[src/rtl/weight_preload_pkg.sv]
// Shared parameters and state encoding for the weight pre-load controller.
// The optional transposed store is selected with the WEIGHT_PRELOAD_TRANSPOSE_EN macro.
package weight_preload_pkg;
    localparam int SIZE      = 8;
    localparam int DATA_W    = 5;
    localparam int ADDR_W    = 6;
    localparam int MEM_DEPTH = SIZE * SIZE;
    localparam int IDX_W     = $clog2(SIZE);

    typedef enum logic [1:0] {
        IDLE = 2'd0,
        LOAD = 2'd1,
        DONE = 2'd2
    } state_t;
endpackage

[src/rtl/weight_addr_gen.sv]
// Row/column beat counter producing the weight memory write address.
// Defining WEIGHT_PRELOAD_TRANSPOSE_EN stores row-major input column-major.
module weight_addr_gen
    import weight_preload_pkg::*;
(
    input  logic              clk,
    input  logic              rst,
    input  logic              clear,
    input  logic              inc,
    output logic [ADDR_W-1:0] addr,
    output logic              last_beat
);
    logic [IDX_W-1:0] row;
    logic [IDX_W-1:0] col;

    always_ff @(posedge clk) begin
        if (!rst || clear) begin
            row <= '0;
            col <= '0;
        end else if (inc) begin
            if (col == IDX_W'(SIZE - 1)) begin
                col <= '0;
                row <= row + 1'b1;
            end else begin
                col <= col + 1'b1;
            end
        end
    end

    assign last_beat = (row == IDX_W'(SIZE - 1)) && (col == IDX_W'(SIZE - 1));

`ifdef WEIGHT_PRELOAD_TRANSPOSE_EN
    assign addr = ADDR_W'(col) * ADDR_W'(SIZE) + ADDR_W'(row);
`else
    assign addr = ADDR_W'(row) * ADDR_W'(SIZE) + ADDR_W'(col);
`endif
endmodule

[src/rtl/weight_preload_ctrl.sv]
// Weight pre-load controller: accepts a valid/ready weight stream and writes it into the
// weight memory one cycle later (weight_done is the active-low write gate). Macro: WEIGHT_PRELOAD_TRANSPOSE_EN.
module weight_preload_ctrl
    import weight_preload_pkg::*;
(
    input  logic              clk,
    input  logic              rst,
    input  logic              start,
    input  logic              in_valid,
    input  logic [DATA_W-1:0] in_data,
    input  logic              in_last,
    output logic              in_ready,
    output logic [ADDR_W-1:0] weight_addr,
    output logic [DATA_W-1:0] weight_data,
    output logic              weight_done,
    output logic              busy,
    output logic              load_complete,
    output logic              err
);
    // Handshake: a beat transfers on a rising edge where in_valid && in_ready;
    // in_ready depends only on registered state, never on in_valid.
    state_t            state_q;
    state_t            state_d;
    logic              accept;
    logic              enter_load;
    logic              last_beat;
    logic              frame_end;
    logic [ADDR_W-1:0] gen_addr;

    weight_addr_gen u_addr_gen (
        .clk       (clk),
        .rst       (rst),
        .clear     (enter_load),
        .inc       (accept),
        .addr      (gen_addr),
        .last_beat (last_beat)
    );

    always_comb begin
        state_d    = state_q;
        in_ready   = 1'b0;
        busy       = 1'b0;
        enter_load = 1'b0;
        case (state_q)
            IDLE: begin
                if (start) begin
                    state_d    = LOAD;
                    enter_load = 1'b1;
                end
            end
            LOAD: begin
                in_ready = 1'b1;
                busy     = 1'b1;
                if (in_valid && (last_beat || in_last)) state_d = DONE;
            end
            DONE: begin
                if (start) begin
                    state_d    = LOAD;
                    enter_load = 1'b1;
                end
            end
            default: state_d = IDLE;
        endcase
    end

    assign accept    = in_valid && in_ready;
    assign frame_end = accept && (last_beat || in_last);

    always_ff @(posedge clk) begin
        if (!rst) begin
            state_q       <= IDLE;
            weight_addr   <= '0;
            weight_data   <= '0;
            weight_done   <= 1'b1;
            load_complete <= 1'b0;
            err           <= 1'b0;
        end else begin
            state_q     <= state_d;
            weight_done <= !accept;
            if (accept) begin
                weight_addr <= gen_addr;
                weight_data <= in_data;
            end
            // Full-length frame sets load_complete; any mismatch between the count and in_last is a framing error.
            if (enter_load) begin
                load_complete <= 1'b0;
                err           <= 1'b0;
            end else if (frame_end) begin
                load_complete <= last_beat;
                err           <= last_beat ^ in_last;
            end
        end
    end
endmodule

[config.mk]
export PLATFORM = sky130hd
export DESIGN_NAME = weight_preload_ctrl
export DESIGN_NICKNAME = d
export VERILOG_FILES = /design/src/rtl/weight_preload_pkg.sv /design/src/rtl/weight_addr_gen.sv /design/src/rtl/weight_preload_ctrl.sv
export SDC_FILE = /design/constraint.sdc
export NUM_CORES = 1
export LEC_CHECK = 0
export CORE_MARGIN = 2
export CORE_UTILIZATION = 40
export DETAILED_ROUTE_END_ITERATION = 8
export DONT_BUFFER_PORTS = 1
export GPL_ROUTABILITY_DRIVEN = 0
export PLACE_DENSITY_LB_ADDON = 0.2
export SETUP_SLACK_MARGIN = 0.02
export SYNTH_ARGS = -nofsm -noshare
export SYNTH_HDL_FRONTEND = slang
export SYNTH_HIERARCHICAL = 1
export SYNTH_SLANG_ARGS = --single-unit
[constraint.sdc]
create_clock -name clk -period 2.1 [get_ports clk]
set_input_delay 0.21 -clock clk [delete_from_list [all_inputs] [get_ports clk]]
set_output_delay 0.21 -clock clk [all_outputs]
set_load 0.005 [all_outputs]
# == After elaboration in Yosys (flattened, before gate mapping) ==
# Index checks and enable logic that the tools add are counted.
# op_classes
n_addsub,3
n_eq_ne,6
n_mux,7
bitwise_logic,2
reduce_logical,13
# ops
cell,count
$add A3 B1 Y3 const B,2
$add A6 B3 Y6,1
$eq A3 B3 Y1 const B,2
$logic_and A1 B1 Y1,4
$mux W2,2
$pmux W2 S2,1
$reduce_and A2 Y1,2
$reduce_or A2 Y1,2
$mux W1,3
$mux W3,1
$eq A2 B1 Y1 const B,1
$eq A2 B2 Y1 const B,1
$logic_not A1 Y1,2
$logic_not A2 Y1,1
$logic_or A1 B1 Y1,2
$ne A2 B1 Y1 const B,1
$ne A2 B2 Y1 const B,1
$not A1 Y1,1
$xor A1 B1 Y1,1
# word_totals
reg_bits,22
in_bits,10
out_inout_bits,16
wordCells,39

# == Logic depth before layout (Yosys ltp) ==
# depth
depth_word,6
mapped_depth,8

# == Modules after synthesis ==
# Netlist, hierarchy kept.
# by_module_without_submodules
module,n_inst,cells_each,area_per_inst_um2,seq_area_each_um2
weight_preload_ctrl,1,75,742.0,320.3
weight_addr_gen,1,31,319.1,120.1

# == Worst setup path before layout ==
# OpenSTA, ideal clock, no wires.
# synth_path
kind,register to register
start,reg u_addr_gen.col[0]
end,reg err
setup_time_ns,0.114
arrival_ns,1.532
required_time_ns,1.986
setup_slack_ns,0.454
path_stages_with_launch,9
n_path_buf,0
period_less_slack_ns,1.646
path_cell_list,dfxtp_1 > ha_1 > ha_1 > and2_1 > inv_1 > ha_1 > and4bb_2 > mux2i_1 > nor2_1
# synth_between
elab_chain_cells,4
# synth_lines
element,line_no,rtl
"start, declared",weight_addr_gen.sv:14,logic [IDX_W-1:0] col;
"start signal, assigned",weight_addr_gen.sv:25,col <= col + 1'b1;
$eq A3 B3 Y1 (*),weight_addr_gen.sv:30,assign last_beat = (row == IDX_W'(SIZE - 1)) && (col == IDX_W'(SIZE - 1));
$logic_and A1 B1 Y1 (*),weight_addr_gen.sv:30,
named net last_beat,weight_preload_ctrl.sv:26,logic last_beat;
$logic_or A1 B1 Y1,weight_preload_ctrl.sv:67,assign frame_end = accept && (last_beat || in_last);
$logic_and A1 B1 Y1,weight_preload_ctrl.sv:67,
"end signal, assigned",weight_preload_ctrl.sv:90,err <= last_beat ^ in_last;
"end, declared",weight_preload_ctrl.sv:18,output logic err
# Mark *: on every way through the listed nets, which the timed path passes. The rest lies on a longest branch.
# A chain may end at the register's enable or synchronous reset.

# == Worst setup path after layout ==
# Ends and elaborated chain as after synthesis.

==> impl_metrics.yaml <==
setup_path:
  crit_family: "adder cells"
  cp.buffers_inverters: 1
  path_common_cell: "ha_1"
  slowest_delay_ns: 0.40
  critPathArrivalTime_ns: 2.01
  crit_slowest_cell: "dfxtp_1"
  path_cells: "ha_1 > ha_1 > and2_1 > inv_1 > ha_1 > and4bb_2 > mux2i_1 > nor2_1"
  crit_path_end_kind: "flop"
  worstSetupStartpointType: "flop"
  worst-setup-path-type: "reg2reg"
  required_ns: 2.30
  ff2ff_setup_slack_ns: 0.29
  crit_path_max_fanout: 4
logic_synthesis:
  yosysWarnings: 6
  synth_cells: 106
  syn_area_per_cell_sq_um: 10.0
  yosysTopAreaCell: "dfxtp_1"
  synth_area_sq_um: 1060
  synthesis.nets: 122
  synth_top_area_frac: 0.415
  seq_area_frac_synth: 0.415
  yosysUniqueCellTypes: 28
  synth_area_leaders: "dfxtp_1 42%, o21ai_2 9.1%, ha_1 7.1%"
  ys_ff_latch: 22
routing:
  wire_per_inst_um: 13.2
  drt-initial-drc-count: 22
  firstDrtPassIters: 4
  vias: 712
  wirelength_um: 1770
  via_per_inst: 5.31
  antenna_left: 0
  route.detailed.drc: 0
finish:
  final_cell_mix: "22 x dfxtp_1, 13 x nand2_1, 11 x o21ai_2, 7 x nand3_2"
  nFillCells: 253
  final_core_util: 0.429
  multi_input_area_sq_um: 533
  final_common_cell: "dfxtp_1"
  drive_gt1_frac: 0.279
  register_area_sq_um: 440
  antennaDiodeCount: 0
  synthToLayoutAreaGrowth_pct: 1.18
  nNetsFinal: 122
timing:
  relSlewSlack: 0.804
  fmax_ghz: 0.553
  worst_pin_slew_ns: 0.293
  skew_ns: 0.00132
  setup_ws_ns: 0.292
  drv_slew: 0
  rsz0062_at_grt: "no"
  finalSetupViolCount: 0
  period_needed_ns: 1.81
  post-route-period-util: 0.861
  finalHoldViolCount: 0
  fin_setup_tns_ns: 0
  holdWs_ns: 0.0249
floorplanning:
  die_y_um: 55.5
  std_cell_rows: 18
  num_io_pins: 26
  die-area_sq_um: 3080
  core_sq_um: 2500
  start_util: 0.424
  die_x_um: 55.5
clock_network:
  cts.sinks: 22
  cts_tree: "built"
  numCtsBuffers: 3
  htreeDepth: 1
  cts_buffer_depth: 2
  clkLatencyLatePin_ns: 0.29
  clkTransAtPathRegs_ns: 0.11
  root_buffer: "clkbuf_4"
  post_cts_resized: 0
worst_hold_path:
  hold_path_class: "in2reg"
global_routing:
  overflow: 0
  grt_max_degree: 28
  grt_usage: 0.125
  grt_pass1_wl_um: 3080
  grt_pass1_vias: 689
  antenna_found_initial: 0
placement:
  dp_slack_ns: 0.298
  hpwl_um: 1240
  port_buffers: 0
outcome:
  status: "finished, final reports clean"
run:
  drv_cap: 0
power:
  leakagePower_nw: 0.405
  cellPowerDensity_nw_per_um2: 612
  vdd_drop_max_uv: 309
  total_power_mw: 0.657
[power breakdown]
part | leakage (nW) | switching [mW] | internal (mW)
logic | 0.213 | 0.0268 | 0.0178
clock network | 0.0138 | 0.115 | 0.0667
registers | 0.178 | 0.00600 | 0.425
[synthesized netlist by cell type]
cell	instances
buf_6	2
nand3_2	7
buf_2	3
ha_1	6
nand2_1	13
mux2i_1	3
and3b_1	1
and4bb_2	1
a21oi_1	4
a21boi_0	1
nand3_1	6
dfxtp_1	22
nand3b_1	2
and2_1	1
a21bo_2	3
clkbuf_4	1
or3b_1	1
buf_4	1
and2b_2	1
inv_1	4
a21oi_2	1
buf_12	1
nand2b_1	4
nor2_1	3
o21ai_2	11
o21ai_0	1
o21a_1	1
nor3b_1	1
[through the flow]
step,area [sq um],cells
final,1070,134
after global routing,1070,134
after CTS,1070,134
after detailed placement,1040,130
after global placement,1040,130
after floorplan,1060,106
[registers in the layout, indices dropped and copies added, names as in the netlist]
name,count
err,1
load_complete,1
state_q,2
u_addr_gen/col,3
u_addr_gen/row,3
weight_addr,6
weight_data,5
weight_done,1
[final cells by class]
class | instances | share of cell area
multi-input combinational | 72 | 0.497
sequential | 22 | 0.410
tap | 30 | 0.0350
timing repair buffer | 3 | 0.0233
clock buffer | 3 | 0.0210
inverter | 4 | 0.0140
[what timing repair did]
action	CTS	global route
endpoints found under the hold margin	1	0
hold buffers	1	0
buffers inserted	0	0
[cells by family after synthesis]
family          after synthesis  synth area share
simple gates                 41             0.238
compound gates               22             0.165
flops                        22             0.415
buf+inv                      12            0.0825
fa+ha+maj                     6            0.0708
mux                           3            0.0283
[routing by layer]
layer / global-route usage / share of wire / routed length, um / vias to the layer above
li1: - / - / - / 360
met1: 0.141 / 0.46 / 807 / 340
met2: 0.213 / 0.50 / 880 / 10
met3: 0.0398 / 0.036 / 64 / 2
met4: 0.0627 / 0.0074 / 13 / 0
met5: 0 / 0 / 0 / -
[final timing paths]
kind | end | startpoint | depth (start not counted)
max | err | u_addr_gen/col[0] | 8
min | weight_data[0] | in_data[0] | 2
max reg2reg | err | u_addr_gen/col[0] | 8
min reg2reg | weight_addr[4] | u_addr_gen/row[1] | 2
Note: power is estimated with default switching activity, not from simulation.
